### config.mk
export PLATFORM = sky130hd
export DESIGN_NAME = btc_dec_ctrl_es
export DESIGN_NICKNAME = d
export VERILOG_FILES = /design/src/rtl/btc_dec_ctrl_es.sv
export SDC_FILE = /design/constraint.sdc
export NUM_CORES = 1
export LEC_CHECK = 0
export BUFFER_PORTS_ARGS = -buffer_cell sky130_fd_sc_hd__buf_2
export CAP_MARGIN = 15
export CELL_PAD_IN_SITES_DETAIL_PLACEMENT = 2
export CELL_PAD_IN_SITES_GLOBAL_PLACEMENT = 2
export CORE_MARGIN = 2
export CORE_UTILIZATION = 33
export CTS_CLUSTER_DIAMETER = 50
export DETAILED_ROUTE_END_ITERATION = 10
export GPL_ROUTABILITY_DRIVEN = 1
export PLACE_DENSITY = 0.93
export RECOVER_POWER = 50
export SLEW_MARGIN = 0
export SYNTH_ARGS = -nofsm -noshare
export SYNTH_HDL_FRONTEND = slang
export SYNTH_SLANG_ARGS = --single-unit
export TNS_END_PERCENT = 20
### constraint.sdc
create_clock -name iclk -period 3.24 [get_ports iclk]
set_input_delay 0.324 -clock iclk [delete_from_list [all_inputs] [get_ports iclk]]
set_output_delay 0.324 -clock iclk [all_outputs]
set_load 0.02 [all_outputs]
### src/rtl/btc_dec_ctrl_es.sv
// BTC iterative decoder sequencer: alternating column/row half-iterations over a
// pDEC_NUM-way banked LLR buffer, with optional early stop on a fail-free iteration.
module btc_dec_ctrl_es #(
  parameter int pDEC_NUM = 8,
  parameter int pCOL_W   = 6,
  parameter int pROW_W   = 6,
  parameter int pITER_W  = 5,
  parameter int pALPHA_W = 4,
  parameter int pADDR_W  = pCOL_W + pROW_W - $clog2(pDEC_NUM)
) (
  input  logic                iclk,
  input  logic                ireset,
  input  logic                iclkena,
  input  logic [pROW_W:0]     irow_len,
  input  logic [pCOL_W:0]     icol_len,
  input  logic [pCOL_W:0]     icol_data_len,
  input  logic [pITER_W-1:0]  iNiter,
  input  logic                ies_ena,
  input  logic [pALPHA_W-1:0] ialpha_first,
  input  logic [pALPHA_W-1:0] ialpha_col,
  input  logic [pALPHA_W-1:0] ialpha_row,
  input  logic                irbuf_full,
  output logic                obuf_rempty,
  input  logic                iwbuf_empty,
  output logic [pADDR_W-1:0]  obuf_addr,
  output logic                orow_mode,
  input  logic                idec_busy,
  output logic [pDEC_NUM-1:0] odec_val,
  output logic                odec_sof,
  output logic                odec_sop,
  output logic                odec_eop,
  output logic                odec_eof,
  output logic                odec_mask,
  output logic [pALPHA_W-1:0] odec_alpha,
  input  logic                idecfail,
  output logic                ostart_iter,
  output logic                olast_iter,
  output logic [pITER_W-1:0]  oiter_used,
  output logic                oearly_stop
);

  localparam int lp_SEL_W = $clog2(pDEC_NUM);
  localparam int lp_WRD_W = pROW_W - lp_SEL_W;

  typedef enum logic [2:0] {
    ST_RESET, ST_WAIT, ST_DO_COL, ST_WAIT_COL, ST_WAIT_O, ST_DO_ROW, ST_WAIT_ROW, ST_DONE
  } state_t;

  state_t               r_state, w_nxt;
  logic [pCOL_W-1:0]    r_row;
  logic [lp_WRD_W-1:0]  r_word;
  logic [lp_WRD_W-1:0]  r_word_m1;
  logic [pCOL_W-1:0]    r_col_m1;
  logic [pCOL_W:0]      r_data_len;
  logic [pITER_W-1:0]   r_niter;
  logic [pITER_W-1:0]   r_iter_cnt;
  logic                 r_es;
  logic                 r_fail;
  logic                 r_early;
  logic                 r_start_iter;
  logic                 r_last_iter;

  logic [lp_WRD_W:0]    w_words_m1;
  logic [pCOL_W:0]      w_col_m1;
  logic [pITER_W-1:0]   w_iter_inc;
  logic                 w_last;
  logic                 w_finish;
  logic                 w_pass_end;
  logic                 w_sel_last;
  logic                 w_masked;
  logic                 w_in_iter;
  logic                 w_start;
  logic                 w_unused;

  assign w_words_m1 = irow_len[pROW_W:lp_SEL_W] - (lp_WRD_W+1)'(1);
  assign w_col_m1   = icol_len - (pCOL_W+1)'(1);
  assign w_unused   = ^{irow_len[lp_SEL_W-1:0], w_words_m1[lp_WRD_W], w_col_m1[pCOL_W]};

  assign w_iter_inc = r_iter_cnt + pITER_W'(1);
  assign w_last     = (w_iter_inc == r_niter);
  // A failure reported in the WAIT_ROW exit cycle still vetoes the early stop.
  assign w_finish   = w_last | (r_es & ~(r_fail | idecfail));
  assign w_pass_end = (r_row == r_col_m1) && (r_word == r_word_m1);
  assign w_sel_last = &r_row[lp_SEL_W-1:0];
  assign w_masked   = ({1'b0, r_row} >= r_data_len);
  assign w_in_iter  = (r_state inside {ST_DO_COL, ST_WAIT_COL, ST_WAIT_O, ST_DO_ROW, ST_WAIT_ROW});
  assign w_start    = (r_state == ST_WAIT) && irbuf_full;

  always_comb begin
    w_nxt = r_state;
    case (r_state)
      ST_RESET:    w_nxt = ST_WAIT;
      ST_WAIT:     if (irbuf_full)                     w_nxt = ST_DO_COL;
      ST_DO_COL:   if (w_pass_end)                     w_nxt = ST_WAIT_COL;
      ST_WAIT_COL: if (!idec_busy)                     w_nxt = ST_WAIT_O;
      ST_WAIT_O:   if (iwbuf_empty || !(w_last | r_es)) w_nxt = ST_DO_ROW;
      ST_DO_ROW:   if (w_pass_end)                     w_nxt = ST_WAIT_ROW;
      ST_WAIT_ROW: if (!idec_busy)                     w_nxt = w_finish ? ST_DONE : ST_DO_COL;
      ST_DONE:     w_nxt = ST_WAIT;
      default:     w_nxt = ST_RESET;
    endcase
  end

  always_ff @(posedge iclk or posedge ireset) begin
    if (ireset) begin
      r_state      <= ST_RESET;
      r_row        <= '0;
      r_word       <= '0;
      r_word_m1    <= '0;
      r_col_m1     <= '0;
      r_data_len   <= '0;
      r_niter      <= '0;
      r_iter_cnt   <= '0;
      r_es         <= 1'b0;
      r_fail       <= 1'b0;
      r_early      <= 1'b0;
      r_start_iter <= 1'b0;
      r_last_iter  <= 1'b0;
    end else if (iclkena) begin
      // NOTE: non-blocking everywhere here so every term reads pre-edge state.
      r_state      <= w_nxt;
      r_start_iter <= (w_nxt == ST_DO_COL) && (r_state != ST_DO_COL);
      r_last_iter  <= ((w_nxt == ST_DO_ROW) || (w_nxt == ST_WAIT_ROW)) && (w_last | r_es);

      if (w_start) begin
        r_word_m1  <= w_words_m1[lp_WRD_W-1:0];
        r_col_m1   <= w_col_m1[pCOL_W-1:0];
        r_data_len <= icol_data_len;
        r_niter    <= (iNiter == '0) ? pITER_W'(1) : iNiter;
        r_es       <= ies_ena;
        r_iter_cnt <= '0;
        r_early    <= 1'b0;
      end else if ((r_state == ST_WAIT_ROW) && !idec_busy) begin
        r_iter_cnt <= w_iter_inc;
        if (w_finish) r_early <= ~w_last;
      end

      if ((w_nxt == ST_DO_COL) && (r_state != ST_DO_COL)) r_fail <= 1'b0;
      else if (idecfail && w_in_iter)                      r_fail <= 1'b1;

      // Column pass walks rows inside each word; row pass walks banks, then words, then row groups.
      if (r_state == ST_DO_COL) begin
        if (r_row == r_col_m1) begin
          r_row  <= '0;
          r_word <= (r_word == r_word_m1) ? '0 : r_word + lp_WRD_W'(1);
        end else begin
          r_row  <= r_row + pCOL_W'(1);
        end
      end else if (r_state == ST_DO_ROW) begin
        if (w_pass_end) begin
          r_row  <= '0;
          r_word <= '0;
        end else if (w_sel_last) begin
          if (r_word == r_word_m1) begin
            r_word <= '0;
            r_row  <= r_row + pCOL_W'(1);
          end else begin
            r_word <= r_word + lp_WRD_W'(1);
            r_row  <= {r_row[pCOL_W-1:lp_SEL_W], {lp_SEL_W{1'b0}}};
          end
        end else begin
          r_row  <= r_row + pCOL_W'(1);
        end
      end
    end
  end

  always_comb begin
    // NOTE: defaults first so no path through the case infers a latch.
    odec_val   = '0;
    odec_sof   = 1'b0;
    odec_sop   = 1'b0;
    odec_eop   = 1'b0;
    odec_eof   = 1'b0;
    odec_mask  = 1'b0;
    odec_alpha = '0;
    if (r_state == ST_DO_COL) begin
      odec_val   = '1;
      odec_sop   = (r_row == '0);
      odec_eop   = (r_row == r_col_m1);
      odec_sof   = (r_row == '0) && (r_word == '0);
      odec_eof   = w_pass_end;
      odec_alpha = w_masked ? '0 : ((r_iter_cnt == '0) ? ialpha_first : ialpha_col);
    end else if (r_state == ST_DO_ROW) begin
      odec_val   = pDEC_NUM'(1) << r_row[lp_SEL_W-1:0];
      odec_sop   = (r_word == '0);
      odec_eop   = (r_word == r_word_m1);
      odec_sof   = (r_row == '0) && (r_word == '0);
      odec_eof   = w_pass_end;
      odec_mask  = w_masked;
      odec_alpha = ialpha_row;
    end
  end

  assign obuf_addr   = {r_row, r_word};
  assign obuf_rempty = (r_state == ST_DONE);
  assign orow_mode   = (r_state == ST_DO_ROW) || (r_state == ST_WAIT_ROW);
  assign ostart_iter = r_start_iter;
  assign olast_iter  = r_last_iter;
  assign oiter_used  = r_iter_cnt;
  assign oearly_stop = r_early;

endmodule

==> results.cfg, run 1 <==
[clock_network]
cts.reportedPaths.clkPinSlew_ns = 0.08
cts_setup_buffers = 0
worst_skew_pair.late_latency_ns = 0.30
post_cts_resize_count = 0
cts.root.buffer_cell = sky130_fd_sc_hd__clkbuf_8
cts_sinks = 43
tritoncts = yes
tritoncts_buffer_count = 5
cts_buffer_depth = 2
cts-htree-levels = 2
cts_hold_buffers_added = 0

[logic_synthesis]
synth_area_um2 = 2830
syn_area_per_cell_um2 = 9.02
synthFlopType = sky130_fd_sc_hd__dfrtp_1
synthTopCellsByCount = 48 x sky130_fd_sc_hd__nand2_1, 43 x sky130_fd_sc_hd__dfrtp_1, 24 x sky130_fd_sc_hd__o21ai_0
synthDistinctLibCells = 46
ys_warn_count = 0
postSynthNetCount = 378
cell_type_with_the_highest_aggregate_area_in_the_netlist = sky130_fd_sc_hd__dfrtp_1
post_synthesis_cells = 314
synth.ff_latch_count = 43
synth_enable_flop_cells = 0
postSynth.asyncResetShare_pct = 100
ys_seq_area_share_pct = 38.0
synth_top_cell_area_share_pct = 38.0
synth.top_cells.by_area = sky130_fd_sc_hd__dfrtp_1 38%, sky130_fd_sc_hd__ha_1 8.0%, sky130_fd_sc_hd__mux2_2 7.2%, sky130_fd_sc_hd__nand2_1 6.4%, sky130_fd_sc_hd__o21ai_0 4.2%
post-synth-top-count-cell = sky130_fd_sc_hd__nand2_1

[floorplan]
die_h_um = 96.6
die_w_um = 96.6
placeableCoreArea_um2 = 8260
floorplan.die_area_um2 = 9340
rows = 33
start_util_pct = 34.3
boundaryPins = 82

[worst_setup_path]
cp_common_cell = sky130_fd_sc_hd__a21o_1
critPathRequiredTime_ns = 2.92
critical_path_buf_inv_count = 2
type_of_element_capturing_the_critical_path = output port
path_cells = inv_1 -> ha_1 -> nand2b_1 -> a21o_1 -> a21oi_1 -> nor2b_1 -> o211ai_1 -> a21o_1 -> a32o_1 -> buf_2
reg_to_reg_slack_setup_ns = 0.61
reg2regPathDepth = 9
rr_endpoint = olast_iter
cp_top_family = compound AO/OA/AOI/OAI gates
worstPathMaxFanout = 7
slowest_delay_ns = 0.52
timing.critical_path.slowest_stage_cell = sky130_fd_sc_hd__dfrtp_1
timing.critical_path.arrival_ns = 2.73
crit_path_start_kind = flop
critPathKind = flop to output port
crit-reg2reg-launch = oiter_used[0]

[sta]
grt_setup_unrepaired = no
report.final.setup_viol = 0
final.min_clock_period_ns = 3.05
timing.max_slew.rel_slack_pct = -66.1
period_share_pct = 94.1
tightestPinTransition_ns = 2.49
clock-skew-final_ns = 0.0125
tns_ns = 0
fmax_mhz = 328
report.final.hold_viol_count = 0
maxSlewViolCount = 44

[worst_hold_path]
holdPathEnd = r_data_len[2]
worst_hold_path.num_cells = 2
worst_hold_startpoint = icol_data_len[2]
min_path_type = input pin to flop

[finish]
num-nets-final = 455
syn2layout_area_growth_pct = 21.3
n_antenna_cell = 0
drive_gt1_share_pct = 23.5

[placement]
port_buffers = 76
hpwlAfterDp_um = 7260
place_congestion = 0.762

[routing]
antenna_violating_nets_post_route = 0
met2WireLength_um = 4900
highest-signal-layer = met4
wl_per_cell_um = 19.1
drc = 0
via_count = 2630
route.detailed.vias_per_inst = 5.29
met3_wire_length_um = 254
routed_wirelength_um = 9500
dr.first_iter.drc_count = 101
first_pass_iters = 4
drt-met1-wl_um = 4230

[grt]
grt_util_all_layers_pct = 20.5
largest_net_degree_at_the_start_of_global_routing = 44
first_global_vias = 2909
antenna_violations_before_repair = 0
grt.overflow.total = 0
grt_first_pass_wirelength_um = 15600

[power]
design_power_total_mw = 3.32
cellLeakagePower_nw = 1.63
cellInternalPower_mw = 1.75
swShare_pct = 47.2
power_switching_mw = 1.57
seq_power_share_pct = 32.1
pwr-share-comb_pct = 52.7
power_density_nw_per_um2 = 967
peakVddDrop_mv = 0.249
pwr-share-clk_pct = 15.1

[outcome]
violations = max-capacitance violations, max-slew violations
outcome = complete, but fails checks

[run]
max_cap_violation_count = 1
==> power by group through the flow <==
stage	combinational, mW	clock, mW	sequential, mW
final	1.75	0.501	1.07
after global routing	1.94	0.531	1.10
after CTS	1.79	0.514	1.06
after detailed placement	1.75	0	1.06
after global placement	1.62	0	1.02
after floorplan	1.18	0	1.02
==> layout make-up <==
class	count	area, um^2
clock buffers	6	72.6
clock inverters	2	60.1
fillers	1008	4820
inverters	21	78.8
multi-input cells	239	1630
flip-flops and latches	43	1080
well taps	105	131
repair buffers	81	389
==> cells in the final DEF, fill, tap and decap left out, types with 2 or more instances in the layout <==
| cell | count |
|---|---|
| sky130_fd_sc_hd__nor2b_1 | 5 |
| sky130_fd_sc_hd__nor4_1 | 3 |
| sky130_fd_sc_hd__o211ai_1 | 3 |
| sky130_fd_sc_hd__o31ai_1 | 2 |
| sky130_fd_sc_hd__mux2_2 | 18 |
| sky130_fd_sc_hd__clkbuf_8 | 5 |
| sky130_fd_sc_hd__and3_1 | 2 |
| sky130_fd_sc_hd__xnor2_1 | 10 |
| sky130_fd_sc_hd__a21oi_1 | 10 |
| sky130_fd_sc_hd__nand2_1 | 48 |
| sky130_fd_sc_hd__o21ai_1 | 5 |
| sky130_fd_sc_hd__xor2_1 | 11 |
| sky130_fd_sc_hd__buf_2 | 59 |
| sky130_fd_sc_hd__clkbuf_1 | 20 |
| sky130_fd_sc_hd__a21o_1 | 4 |
| sky130_fd_sc_hd__inv_1 | 21 |
| sky130_fd_sc_hd__ha_1 | 18 |
| sky130_fd_sc_hd__dfrtp_1 | 43 |
| sky130_fd_sc_hd__buf_4 | 3 |
| sky130_fd_sc_hd__nor3_1 | 9 |
| sky130_fd_sc_hd__nor3b_1 | 3 |
| sky130_fd_sc_hd__nor2_1 | 13 |
| sky130_fd_sc_hd__nand2b_1 | 11 |
| sky130_fd_sc_hd__o21ai_0 | 24 |
| sky130_fd_sc_hd__bufinv_16 | 2 |
| sky130_fd_sc_hd__a32oi_1 | 2 |
| sky130_fd_sc_hd__a32o_1 | 5 |
| sky130_fd_sc_hd__nand3_1 | 13 |
==> registers in the layout (all words and copies together), names as in the netlist, 3 cells and up <==
name and cells:
r_word_m1 3, r_state 3, r_word 3, r_row 6, oiter_used 5, r_data_len 7
r_niter 5, r_col_m1 6
==> through the flow <==
stage	utilization (%)	cells	area (um^2)	setup WS, ns	hold slack [ns]
global placement	40.3	489	3330	0.704	0.464
global route	41.6	497	3430	0.0129	0.250
floorplan	-	314	2830	0.875	0.436
detailed placement	40.3	489	3330	0.557	0.464
CTS	41.9	497	3460	0.190	0.181
finish	41.6	497	3430	0.191	0.251
==> logic make-up (layout without fill, tap and decap cells) <==
group / Yosys count / in the layout / synth area share (%)
mux: 19 / 19 / 7.51
xor+xnor: 21 / 21 / 6.50
compound gates: 67 / 67 / 15.6
flops: 43 / 43 / 38.0
buf+inv: 32 / 110 / 4.60
simple gates: 114 / 114 / 19.9
fa+ha+maj: 18 / 18 / 7.95
==> worst max-delay path by stage <==
stage,end,cells past startpoint,start,slack (ns)
finish,odec_alpha[2],10,r_row[0],0.19
detailed placement,odec_alpha[2],10,r_row[0],0.56
CTS,odec_alpha[2],10,r_row[0],0.19
floorplan,odec_alpha[0],9,r_row[0],0.87
global route,odec_alpha[2],10,r_row[0],0.01
global placement,odec_alpha[2],10,r_row[0],0.70
==> routing by layer <==
metal	vias to the layer above	GRT usage, %
li1	1247	-
met1	1327	25.6
met2	46	37.0
met3	10	2.89
met4	0	4.98
met5	-	0
No activity file was read; power rests on OpenSTA's default activity.
==> inputs of run 2 (changes only) <==
- ABC_AREA: default -> 1
- CORE_MARGIN: 2 -> default
- CORE_UTILIZATION: 33 -> 32
- CTS_BUF_LIST: default -> sky130_fd_sc_hd__clkbuf_4 sky130_fd_sc_hd__clkbuf_8
- PLACE_DENSITY: 0.93 -> 0.95
==> run 2 against run 1 <==
Effect of this change:
- the run now ends clean
- global-route usage is 2.6 points higher
- synthesized cell count increased by 21%
- final area is 0.44% higher
- flip-flop and latch count unchanged
- cell count grew 14%
- sequential power hardly changed
- register-to-register slack improved by 0.41 ns
- critical path depth stayed put
- die area is 1.2% higher
- clock skew fell by 0.0066 ns
- non-clock buffer count is 2 lower
- area after synthesis up 2.5%
==> results.cfg, run 2 <==
[worst_setup_path]
rr_endpoint = olast_iter
crit-reg2reg-launch = oiter_used[0]
crit_path_start_kind = flop
critPathRequiredTime_ns = 2.92
reg_to_reg_slack_setup_ns = 1.02
critPathKind = flop to output port
cp_common_cell = sky130_fd_sc_hd__o21ai_0
cp_top_family = compound AO/OA/AOI/OAI gates
crit_path_start = r_row[2]
timing.critical_path.slowest_stage_cell = sky130_fd_sc_hd__dfrtp_2
reg2regPathDepth = 17
worstPathMaxFanout = 9
path_cells = ha_1 -> a21oi_1 -> o21ai_0 -> a21o_1 -> a21oi_1 -> nor2_1 -> o21ai_0 -> nand3_1 -> o21ai_0 -> buf_2
cp-endpoint = odec_alpha[3]
cp_num_cells = 10
type_of_element_capturing_the_critical_path = output port
timing.critical_path.arrival_ns = 2.66
slowest_delay_ns = 0.50
critical_path_buf_inv_count = 1

[logic_synthesis]
synth_area_um2 = 2900
postSynth.asyncResetShare_pct = 100
post_synthesis_cells = 380
cell_type_with_the_highest_aggregate_area_in_the_netlist = sky130_fd_sc_hd__dfrtp_1
ys_seq_area_share_pct = 37.1
syn_area_per_cell_um2 = 7.64
ys_warn_count = 0
synth.top_cells.by_area = sky130_fd_sc_hd__dfrtp_1 37%, sky130_fd_sc_hd__nand2_1 13%, sky130_fd_sc_hd__ha_1 7.8%, sky130_fd_sc_hd__inv_1 6.3%, sky130_fd_sc_hd__o21ai_0 4.8%
post-synth-top-count-cell = sky130_fd_sc_hd__nand2_1
synthTopCellsByCount = 98 x sky130_fd_sc_hd__nand2_1, 49 x sky130_fd_sc_hd__inv_1, 43 x sky130_fd_sc_hd__dfrtp_1
postSynthNetCount = 444
synth_enable_flop_cells = 0
synth.ff_latch_count = 43
synthFlopType = sky130_fd_sc_hd__dfrtp_1
synth_top_cell_area_share_pct = 37.1
synthDistinctLibCells = 38

[routing]
route.detailed.vias_per_inst = 5.20
routed_wirelength_um = 10200
antenna_violating_nets_post_route = 0
dr.first_iter.drc_count = 60
wl_per_cell_um = 18.0
drc = 0
via_count = 2946
first_pass_iters = 4

[finish]
n_antenna_cell = 0
final_cell_mix = 98 x sky130_fd_sc_hd__nand2_1, 59 x sky130_fd_sc_hd__buf_2, 49 x sky130_fd_sc_hd__inv_1
num-nets-final = 524
drive_gt1_share_pct = 22.0
n_fill_cell = 1072
syn2layout_area_growth_pct = 18.8
largest_registers = r_data_len x7, r_col_m1 x6, r_row x6
largest_register_ffs = 7
regMostFlops = r_data_len
layout_commonest_cell = sky130_fd_sc_hd__nand2_1

[outcome]
outcome = finished, final reports clean

[grt]
first_global_vias = 3423
grt_first_pass_wirelength_um = 17300
grt.overflow.total = 0
antenna_violations_before_repair = 0
grt_util_all_layers_pct = 23.0
largest_net_degree_at_the_start_of_global_routing = 26

[placement]
place_congestion = 0.774
hpwlAfterDp_um = 8040
port_buffers = 76

[sta]
final.min_clock_period_ns = 2.99
timing.max_slew.rel_slack_pct = 33.4
clock-skew-final_ns = 0.00584
report.final.setup_viol = 0
fmax_mhz = 335
maxSlewViolCount = 0
period_share_pct = 92.2
report.final.hold_viol_count = 0
final.hold.worst_slack_ns = 0.208
tightestPinTransition_ns = 0.997
grt_setup_unrepaired = no
tns_ns = 0

[power]
seq_power_share_pct = 32.0
peakVddDrop_mv = 0.309
pwr-share-comb_pct = 57.5
design_power_total_mw = 3.28
power_switching_mw = 1.74
cellLeakagePower_nw = 1.78
swShare_pct = 53.2
pwr-share-clk_pct = 10.5
power_density_nw_per_um2 = 951
cellInternalPower_mw = 1.54

[clock_network]
cts-htree-levels = 2
tritoncts = yes
cts.reportedPaths.clkPinSlew_ns = 0.08
cts_setup_buffers = 0
post_cts_resize_count = 0
tritoncts_buffer_count = 5
cts_buffer_depth = 2
cts_sinks = 43
worst_skew_pair.late_latency_ns = 0.31
cts.root.buffer_cell = sky130_fd_sc_hd__clkbuf_8
cts_hold_buffers_added = 0

[floorplan]
boundaryPins = 82
die_h_um = 97.2
die_w_um = 97.2
rows = 34
placeableCoreArea_um2 = 8760
floorplan.die_area_um2 = 9450
start_util_pct = 33.1

[worst_hold_path]
min_path_type = input pin to flop

[run]
max_cap_violation_count = 0
run 2: worst min path at each step:
stage	slack, ns	end	depth (start not counted)	from
final	0.21	r_word_m1[0]	2	irow_len[3]
after global routing	0.21	r_word_m1[0]	2	irow_len[3]
after CTS	0.21	r_word_m1[0]	2	irow_len[3]
after detailed placement	0.47	olast_iter	2	olast_iter
after global placement	0.46	olast_iter	2	olast_iter
after floorplan	0.42	r_col_m1[0]	1	icol_len[0]
run 2: routing by layer:
layer / track usage, % / up-vias / share of wire (%)
met1: 26.3 / 1468 / 40
met4: 7.69 / 0 / 2.2
li1: - / 1389 / -
met3: 3.81 / 21 / 3.3
met5: 0 / - / 0
met2: 43.2 / 68 / 54
run 2: power by group through the flow:
stage | clock network, mW | logic, mW | registers [mW]
after floorplan | 0 | 1.22 | 1.08
after global placement | 0 | 1.73 | 1.02
after detailed placement | 0 | 1.90 | 1.05
after CTS | 0.350 | 1.94 | 1.05
after global routing | 0.370 | 2.12 | 1.09
final | 0.344 | 1.89 | 1.05
run 2: metrics by stage:
step | setup WS (ns) | instances | area [um^2] | utilization (%)
after global placement | 0.815 | 561 | 3400 | 38.8
after global routing | 0.0275 | 567 | 3450 | 39.3
final | 0.253 | 567 | 3450 | 39.3
after detailed placement | 0.510 | 561 | 3400 | 38.8
after CTS | 0.145 | 567 | 3480 | 39.7
after floorplan | 0.743 | 380 | 2900 | -
run 2: cell type report:
cell class	instances	area, um^2	share of cell area, %
clock buffers	5	68.8	2.00
clock inverters	1	7.51	0.218
inverters	60	230	6.68
multi-input cells	271	1560	45.1
flip-flops and latches	43	1080	31.2
well taps	108	135	3.92
repair buffers	79	374	10.8
run 2: worst reg2reg max path, cell delays in order, from the launching register on:
cell and delay (ns):
sky130_fd_sc_hd__dfrtp_1 0.55, sky130_fd_sc_hd__inv_2 0.08, sky130_fd_sc_hd__ha_1 0.31, sky130_fd_sc_hd__inv_1 0.06, sky130_fd_sc_hd__nand2_1 0.06, sky130_fd_sc_hd__nand2_1 0.05, sky130_fd_sc_hd__nor2_1 0.08, sky130_fd_sc_hd__nand3_1 0.10
sky130_fd_sc_hd__nor2_1 0.14, sky130_fd_sc_hd__nand2_2 0.11, sky130_fd_sc_hd__nand3_1 0.11, sky130_fd_sc_hd__nand3_1 0.10, sky130_fd_sc_hd__nand3_2 0.10, sky130_fd_sc_hd__nand2_2 0.07, sky130_fd_sc_hd__nand2_1 0.06, sky130_fd_sc_hd__nand2_1 0.05
sky130_fd_sc_hd__nand2_1 0.06, sky130_fd_sc_hd__nand2_1 0.05
run 2: cells by family (layout without fill, tap and decap cells):
kind of cell / after synthesis / in the layout / share of synthesized area (%)
xor+xnor: 13 / 13 / 3.92
buf+inv: 66 / 145 / 9.31
fa+ha+maj: 18 / 18 / 7.76
flops: 43 / 43 / 37.1
simple gates: 175 / 175 / 28.0
mux: 4 / 4 / 1.38
compound gates: 61 / 61 / 12.5
